<file path="src/rtl/counter_ctrl_pkg.sv">
// ---------------------------------------------------------------------------
// counter_ctrl_pkg
// Shared types and helpers for the counter run controller.
//   state_e    : controller FSM states (IDLE, LOAD, COUNT, DONE)
//   CNT_W_DEF  : default counter width, matches the 8-bit counter datapath
//   run_len()  : number of enabled count cycles for a run, (term - start)
//                modulo 2^CNT_W_DEF; used by benches to predict latency
// ---------------------------------------------------------------------------
package counter_ctrl_pkg;

  localparam int CNT_W_DEF = 8;

  typedef enum logic [1:0] {
    IDLE  = 2'd0,
    LOAD  = 2'd1,
    COUNT = 2'd2,
    DONE  = 2'd3
  } state_e;

  // Wrap-around is intentional: subtraction is truncated to the counter width.
  function automatic logic [CNT_W_DEF-1:0] run_len(
    input logic [CNT_W_DEF-1:0] start_v,
    input logic [CNT_W_DEF-1:0] term_v
  );
    return term_v - start_v;
  endfunction

endpackage

</file>
<file path="src/rtl/rr_arbiter.sv">
// ---------------------------------------------------------------------------
// rr_arbiter
// Combinational round-robin pick: selects the first asserted request at or
// after the pointer, wrapping cyclically.
//   req_i      [NREQ]  : request vector
//   ptr_i      [IDX_W] : highest-priority index this cycle
//   pick_oh_o  [NREQ]  : one-hot winner (zero when no request)
//   pick_idx_o [IDX_W] : binary index of the winner
//   valid_o            : at least one request is asserted
// ---------------------------------------------------------------------------
module rr_arbiter #(
  parameter int NREQ  = 4,
  parameter int IDX_W = $clog2(NREQ)
) (
  input  logic [NREQ-1:0]  req_i,
  input  logic [IDX_W-1:0] ptr_i,
  output logic [NREQ-1:0]  pick_oh_o,
  output logic [IDX_W-1:0] pick_idx_o,
  output logic             valid_o
);

  // One extra bit so ptr + offset cannot overflow before the modulo fold.
  logic [IDX_W:0] cand;

  always_comb begin
    pick_oh_o  = '0;
    pick_idx_o = '0;
    valid_o    = 1'b0;
    cand       = '0;
    for (int i = 0; i < NREQ; i++) begin
      cand = {1'b0, ptr_i} + (IDX_W+1)'(i);
      if (cand >= (IDX_W+1)'(NREQ)) begin
        cand = cand - (IDX_W+1)'(NREQ);
      end
      // First hit in rotated order wins; later hits are ignored.
      if (!valid_o && req_i[cand[IDX_W-1:0]]) begin
        valid_o                       = 1'b1;
        pick_idx_o                    = cand[IDX_W-1:0];
        pick_oh_o[cand[IDX_W-1:0]]    = 1'b1;
      end
    end
  end

endmodule

</file>
<file path="src/rtl/counter_run_ctrl.sv">
// ---------------------------------------------------------------------------
// counter_run_ctrl
// Shares one loadable up-counter between NREQ requesters. Each granted run
// loads the owner's start value, counts up (modulo 2^CNT_W) until cnt_cout
// equals the owner's terminal value, then pulses done to the owner. Owners
// are chosen round-robin; a run can be aborted by dropping its request.
//
// Ports
//   clk, reset          : clock, asynchronous active-high reset
//   req        [NREQ]   : per-requester run request (drop to abort)
//   start_val  [NREQ*W] : per-requester start value, slice i = requester i
//   term_val   [NREQ*W] : per-requester terminal value
//   hold                : pauses counting while in COUNT
//   gnt        [NREQ]   : one-hot grant to the current owner
//   done       [NREQ]   : one-cycle completion pulse to the owner
//   busy                : controller not idle
//   cnt_load            : counter load strobe
//   cnt_enable          : counter enable (load needs enable too)
//   cnt_data   [W]      : counter load data (latched start value)
//   cnt_cout   [W]      : counter output, compared against terminal value
// ---------------------------------------------------------------------------
module counter_run_ctrl
  import counter_ctrl_pkg::*;
#(
  parameter int NREQ  = 4,
  parameter int CNT_W = CNT_W_DEF
) (
  input  logic                  clk,
  input  logic                  reset,
  input  logic [NREQ-1:0]       req,
  input  logic [NREQ*CNT_W-1:0] start_val,
  input  logic [NREQ*CNT_W-1:0] term_val,
  input  logic                  hold,
  output logic [NREQ-1:0]       gnt,
  output logic [NREQ-1:0]       done,
  output logic                  busy,
  output logic                  cnt_load,
  output logic                  cnt_enable,
  output logic [CNT_W-1:0]      cnt_data,
  input  logic [CNT_W-1:0]      cnt_cout
);

  localparam int IDX_W = $clog2(NREQ);

  // -------------------------------------------------------------------------
  // Per-requester views of the flattened value buses
  // -------------------------------------------------------------------------
  logic [CNT_W-1:0] start_arr [NREQ];
  logic [CNT_W-1:0] term_arr  [NREQ];

  for (genvar gi = 0; gi < NREQ; gi++) begin : g_slice
    assign start_arr[gi] = start_val[gi*CNT_W +: CNT_W];
    assign term_arr[gi]  = term_val[gi*CNT_W +: CNT_W];
  end

  // -------------------------------------------------------------------------
  // State
  // -------------------------------------------------------------------------
  state_e           state_q,    state_d;
  logic [IDX_W-1:0] owner_q,    owner_d;
  logic [NREQ-1:0]  owner_oh_q, owner_oh_d;
  logic [IDX_W-1:0] ptr_q,      ptr_d;
  logic [CNT_W-1:0] start_q,    start_d;
  logic [CNT_W-1:0] term_q,     term_d;

  logic [NREQ-1:0]  gnt_q;
  logic [NREQ-1:0]  done_q;
  logic             busy_q;
  logic             load_q;

  // -------------------------------------------------------------------------
  // Arbitration
  // -------------------------------------------------------------------------
  logic [NREQ-1:0]  pick_oh;
  logic [IDX_W-1:0] pick_idx;
  logic             pick_valid;

  rr_arbiter #(
    .NREQ  (NREQ),
    .IDX_W (IDX_W)
  ) u_arb (
    .req_i      (req),
    .ptr_i      (ptr_q),
    .pick_oh_o  (pick_oh),
    .pick_idx_o (pick_idx),
    .valid_o    (pick_valid)
  );

  // -------------------------------------------------------------------------
  // Helpers
  // -------------------------------------------------------------------------
  logic [IDX_W-1:0] owner_inc;
  logic             owner_req;
  logic             term_hit;

  // Pointer moves just past the finishing (or aborting) owner.
  assign owner_inc = (owner_q == IDX_W'(NREQ-1)) ? '0 : owner_q + 1'b1;
  assign owner_req = |(req & owner_oh_q);
  assign term_hit  = (cnt_cout == term_q);

  // -------------------------------------------------------------------------
  // Next-state logic
  // -------------------------------------------------------------------------
  always_comb begin
    state_d    = state_q;
    owner_d    = owner_q;
    owner_oh_d = owner_oh_q;
    ptr_d      = ptr_q;
    start_d    = start_q;
    term_d     = term_q;

    case (state_q)
      IDLE: begin
        if (pick_valid) begin
          state_d    = LOAD;
          owner_d    = pick_idx;
          owner_oh_d = pick_oh;
          start_d    = start_arr[pick_idx];
          term_d     = term_arr[pick_idx];
        end
      end

      LOAD: begin
        if (!owner_req) begin
          state_d = IDLE;
          ptr_d   = owner_inc;
        end else begin
          state_d = COUNT;
        end
      end

      COUNT: begin
        // Abort wins over completion: a dropped request never sees done.
        if (!owner_req) begin
          state_d = IDLE;
          ptr_d   = owner_inc;
        end else if (term_hit) begin
          state_d = DONE;
        end
      end

      DONE: begin
        // Request level is ignored here; the pulse always completes.
        state_d = IDLE;
        ptr_d   = owner_inc;
      end

      default: begin
        state_d = IDLE;
      end
    endcase
  end

  // -------------------------------------------------------------------------
  // FSM registers and registered outputs. The outputs are computed from the
  // next state so they line up with the state they describe.
  // -------------------------------------------------------------------------
  always_ff @(posedge clk or posedge reset) begin
    if (reset) begin
      state_q    <= IDLE;
      owner_q    <= '0;
      owner_oh_q <= '0;
      ptr_q      <= '0;
      start_q    <= '0;
      term_q     <= '0;
      gnt_q      <= '0;
      done_q     <= '0;
      busy_q     <= 1'b0;
      load_q     <= 1'b0;
    end else begin
      state_q    <= state_d;
      owner_q    <= owner_d;
      owner_oh_q <= owner_oh_d;
      ptr_q      <= ptr_d;
      start_q    <= start_d;
      term_q     <= term_d;
      gnt_q      <= (state_d != IDLE) ? owner_oh_d : '0;
      done_q     <= (state_d == DONE) ? owner_oh_d : '0;
      busy_q     <= (state_d != IDLE);
      load_q     <= (state_d == LOAD);
    end
  end

  // -------------------------------------------------------------------------
  // Outputs
  // -------------------------------------------------------------------------
  assign gnt      = gnt_q;
  assign done     = done_q;
  assign busy     = busy_q;
  assign cnt_load = load_q;
  assign cnt_data = start_q;

  // Enable must react to cnt_cout in the same cycle, otherwise the counter
  // would step one past the terminal value. The terminal compare outranks
  // hold, and the counter only loads when enable accompanies load.
  assign cnt_enable = load_q |
                      ((state_q == COUNT) && !term_hit && !hold);

endmodule

</file>
<file path="config.mk">
export PLATFORM = sky130hd
export DESIGN_NAME = counter_run_ctrl
export DESIGN_NICKNAME = d
export VERILOG_FILES = /design/src/rtl/counter_ctrl_pkg.sv /design/src/rtl/rr_arbiter.sv /design/src/rtl/counter_run_ctrl.sv
export SDC_FILE = /design/constraint.sdc
export NUM_CORES = 1
export LEC_CHECK = 0
export BUFFER_PORTS_ARGS = -buffer_cell sky130_fd_sc_hd__buf_2
export CAP_MARGIN = 20
export CORE_MARGIN = 2
export CORE_UTILIZATION = 30
export CTS_BUF_LIST = sky130_fd_sc_hd__clkbuf_16
export DETAILED_ROUTE_END_ITERATION = 10
export PLACE_DENSITY_LB_ADDON = 0.12
export RECOVER_POWER = 100
export SKIP_CTS_REPAIR_TIMING = 1
export SYNTH_ARGS = -nofsm -noshare
export SYNTH_HDL_FRONTEND = slang
export SYNTH_SLANG_ARGS = --single-unit
</file>
<file path="constraint.sdc">
create_clock -name clk -period 7.1 [get_ports clk]
set_input_delay 0.71 -clock clk [delete_from_list [all_inputs] [get_ports clk]]
set_output_delay 0.71 -clock clk [all_outputs]
set_load 0.005 [all_outputs]
</file>
# Yosys cells after proc, flatten, opt, wreduce, memory -nomap -nowiden
# Cells that the tools add are included.
# classes
n_reduce_logical	21
n_addsub	8
order_cmp	13
bitwise_logic	6
n_eq_ne	8
muxes	50
# ops
op	count
8-bit binary-select mux with 2-bit select	2
4-bit 2-to-1 mux	8
8-bit 2-to-1 mux	4
2-bit 2-to-1 mux	14
3-bit greater-or-equal comparator (second input constant)	4
2-bit by 3-bit < comparator with 1-bit output (second input constant)	4
1-bit 2-to-1 mux	12
4-bit bitwise OR	3
1-bit logical AND	9
1-bit binary-select mux with 2-bit select	4
1-bit demux with 2-bit select	4
2-bit equality test (second input constant)	4
8-bit equality test	1
2-bit by 1-bit greater-or-equal comparator with 1-bit output (second input constant)	4
2-bit one-hot mux with 4 select lines	1
2-bit by 1-bit subtractor with 2-bit output (second input constant)	4
2-bit by 2-bit adder with 3-bit output (second input constant)	2
1-bit zero test	5
4-bit AND	1
2-bit by 1-bit equality test with 1-bit output (second input constant)	2
2-bit one-hot mux with 2 select lines	1
2-bit AND reduction	2
2-bit nonzero test	2
4-bit OR reduction	1
other kinds (8)	8
# word_totals
output_inout_bits	19
ff_bits	36
word_cells	116
inputBits	79

# Logic depth before layout (Yosys ltp)
# logic_depth
word_depth	18
mapped_depth	10
depth_no_buf	7

# By module
# Synthesis repeated with hierarchy kept, for this count alone.
# hier_totals
hier_cells	190
hier_area_um2	2458.6
# modules_own_cells
module	seq_area_each_um2	area_per_inst_um2	cells_each	n_inst
counter_run_ctrl	900.9	2039.5	145	1
rr_arbiter	0.0	419.2	45	1

# Worst setup path after synthesis
# OpenSTA, ideal clock, no wires.
# synth_path
path_kind	register to register
from	register ptr_q[0]
to	register done_q[2], in the netlist done[2]
n_path_buf	2
required_time_ps	7020
setup_slack_ps	4392
path_stages_with_launch	10
setup_ps	80
t_arrival_ps	2627
period_less_slack_ps	2708
path_cell_list	dfrtp_1 > buf_2 > inv_1 > ha_1 > buf_6 > mux4_2 > or4_1 > a221oi_1 > a221oi_1 > nor3_2
# synth_between
elab_chain_len	18
elab_cells_between_ends	66
classes_between	add/sub: 7; order compare: 12; eq/ne: 1; mux: 33; bitwise: 3; reduce/logical: 10
# synth_lines
element	line	source
from (decl)	counter_run_ctrl.sv:62	logic [IDX_W-1:0] ptr_q, ptr_d;
from (signal assigned)	counter_run_ctrl.sv:174	ptr_q <= ptr_d;
branches (longest 17 deep; another with 2-bit by 1-bit adder with 3-bit output)	-	
4-bit 2-to-1 mux (*)	counter_run_ctrl.sv:178	done_q <= (state_d == DONE) ? owner_oh_d : '0;
to (signal assigned)	counter_run_ctrl.sv:178	
to (decl)	counter_run_ctrl.sv:67	logic [NREQ-1:0] done_q;
# Mark *: on every way between the ends. The select of a mux whose other input is x is not followed.
# A chain may end at the register's enable or synchronous reset.

# Final worst setup path
# layout_path
from	register ptr_q[0]
to	register term_q[6]
# layout_between
elab_chain_len	18
elab_cells_between_ends	42
classes_between	add/sub: 7; order compare: 4; mux: 23; bitwise: 1; reduce/logical: 7
# layout_lines
element	line	source
branches (longest 18 deep; another with 2-bit by 1-bit adder with 3-bit output)	-	
to (signal assigned)	counter_run_ctrl.sv:176	term_q <= term_d;
to (decl)	counter_run_ctrl.sv:64	logic [CNT_W-1:0] term_q, term_d;
# Parallel ways; which one is timed is not known. The select of a mux whose other input is x is not followed.

==> key figures <==
Power and ir drop
  – Max IR drop VDD: 0.0001271 V
  – Power density cells: 419.8 mW/mm²
  – Pleak: 0.001516 µW

Setup path
  – WS Path Type: flop to flop
  – Reg-to-reg startpoint: ptr_q[0]
  – Worst R2R Path Depth: 8
  – Crit-path max FO: 32
  – CP Launch Point: ptr_q[0]
  – Worst Path Required: 7.22 ns
  – Setup crit end kind: flop
  – Startpoint types: flop
  – CP arrival: 4.64 ns

Routing
  – Total wire length: 6588 µm
  – DRT iter0 DRCs: 82
  – DR WL/cell: 14.71 µm
  – Drt drc: 0
  – Drt pass-1 iters: 6
  – Vias/cell: 5.085
  – Vias: 2278
  – Routed Antenna Nets: 0

Run
  – Max Cap Viol: 2

Logic synthesis
  – Top cells by area, synth: dfrtp_1, mux2i_1, ha_1
  – Synthesized flop and latch total: 36
  – Synth Warn #: 0
  – Register area share after synthesis: 35.71%
  – Post-synth cell types: 50
  – Area leader, netlist: dfrtp_1
  – Cells after synthesis: 253
  – Synth async-reset ratio: 100.0%
  – Primary FF master, synth: dfrtp_1
  – Area share of the largest cell type after synthesis: 35.71%
  – Cell Area, Synth: 0.002522 mm²
  – Avg Cell Area, Syn: 9.970 µm²
  – Synthesized Nets: 344
  – EDFF count, synth: 0

Clock tree
  – Root Buffer: clkbuf_16
  – Clk slew on worst S/H paths: 0.06 ns
  – Max clock buf depth: 2
  – CTS buffer count: 5
  – Clock Sinks: 36
  – CTS tree: yes
  – H-Tree Depth: 2
  – Worst-Skew Late Latency: 0.27 ns

Place
  – Gpl congestion: 0.7645
  – Buffers on Ports: 97
  – DP Wirelength: 4814 µm

Timing
  – Tightest Pin Transition: 2.155 ns
  – Setup violations, final: 0
  – Max-slew headroom: -43.66%
  – Skew final: 0.005382 ns
  – WHS: 0.4769 ns
  – Fmax: 221.2 MHz
  – Count of final max-slew check failures: 70
  – Setup Total Neg Slack: 0 ns
  – Period utilization: 63.67%
  – RSZ-0062 raised after global routing: false
  – Fin crit period: 4.521 ns
  – Hold Violations, Final: 0

Final layout
  – Layout cells sized above 1: 28.57%
  – Area grow syn2layout: 25.45%
  – Final nets: 433
  – ANT cells: 0

Die
  – Io pins: 98
  – Core area: 0.008175 mm²
  – Row cnt: 33
  – Die X: 95.70 µm
  – Die height: 95.70 µm
  – Die ar.: 0.009158 mm²
  – Initial cell density of the core: 30.85%

Worst hold path
  – Hold Path Class: flop to flop
  – Worst hold path startpoint: owner_q[1]
  – Hold Path Stages: 2

GRT
  – Grt ovf: 0
  – First-pass GRT wire length: 10580 µm
  – Number of global-route vias before repair: 2178
  – Initial antenna violation count: 0
  – GRT Total Usage: 14.79%
  – Largest net degree at the start of global routing: 37

Outcome
  – Violated checks: max-capacitance violations, max-slew violations
  – Status: finished with violations
==> per-stage QoR <==
stage          cells  area, µm²  power, µW  util [%]  setup slack, ns
3_5_place_dp     440       3055       1129     37.37            3.699
5_1_grt          448       3164       1454     38.71            2.133
4_1_cts          448       3194       1345     39.07            3.667
3_3_place_gp     440       3055       1125     37.37            3.780
2_1_floorplan    253       2522      950.8         -            4.392
6_report         448       3164       1328     38.71            2.579
==> Yosys cell counts (all sizes together) (2+ instances only) <==
library cell,instances
a211oi,2
a21oi,9
a221oi,10
a22oi,2
a31oi,2
buf,10
clkbuf,8
dfrtp,36
ha,12
inv,19
mux2,3
mux2i,35
mux4,2
nand2,23
nand3,2
nor2,11
nor2b,2
nor3,8
nor4,2
o21a,2
o21ai,3
o221ai,16
o32ai,2
or4,5
xor2,8
==> area by class of cell <==
class	instances	area (µm²)
clock buffers	5	125.1
clock inverters	3	13.76
fillers	868	5011
inverters	19	71.32
multi-input cells	180	1444
flip-flops and latches	36	900.9
well taps	105	131.4
repair buffers	100	478.0
==> logic make-up (layout without fill, tap and decap cells) <==
family          after synthesis  in the layout  share of synthesized area [%]
simple gates                 61             61                          12.45
compound gates               59             59                          19.05
mux                          40             40                          17.01
buf+inv                      37            127                          7.044
flops                        36             36                          35.71
fa+ha+maj                    12             12                          5.952
xor+xnor                      8              8                          2.778
==> worst paths after layout <==
path / endpoint / slack, ns
max: term_q[6] / 2.58
min in group asynchronous: cnt_load / 1.13
min reg2reg: owner_q[1] / 0.48
max reg2reg: term_q[6] / 2.58
max in group asynchronous: cnt_data[0] / 4.84
min: owner_q[1] / 0.48
==> placed cells by master, fill, tap and decap left out, types with 3 or more instances in the layout <==
cell type,count
nor3_1,7
o21ai_0,3
nor2_1,11
a21oi_1,9
ha_1,12
a221oi_1,10
buf_2,82
clkbuf_16,5
mux2i_1,35
or4_1,5
dfrtp_1,36
inv_1,19
o221ai_1,16
xor2_1,8
nand2_1,22
clkbuf_1,18
==> sequential cells by signal, indices dropped and copies added, names as in the netlist, named ones only <==
name        cells
gnt             4
owner_q         2
done            4
term_q          8
busy            1
ptr_q           2
cnt_load        1
state_q         2
cnt_data        8
owner_oh_q      3
==> routing by layer <==
layer / vias up / GRT usage, % / share of wire [%]
met4: 0 / 3.929 / 0.73
met1: 1067 / 19.68 / 46
li1: 1128 / - / -
met2: 79 / 24.42 / 48
met3: 4 / 3.132 / 5.7
met5: - / 0 / 0
==> power by group <==
group | switching [µW] | total [µW] | internal [µW]
sequential | 81.5 | 383 | 301
clock | 80.1 | 207 | 127
combinational | 417 | 738 | 321
total | 579 | 1330 | 749
==> critical path, cell delays in order (launching register included) <==
cell      delay (ns)
dfrtp_1         0.85
inv_1           0.28
ha_1            0.60
nor2_1          0.09
o221a_1         0.27
a211oi_4        0.20
clkbuf_1        1.55
mux2i_1         0.35
o221ai_1        0.16
(Power assumes the default switching activity.)
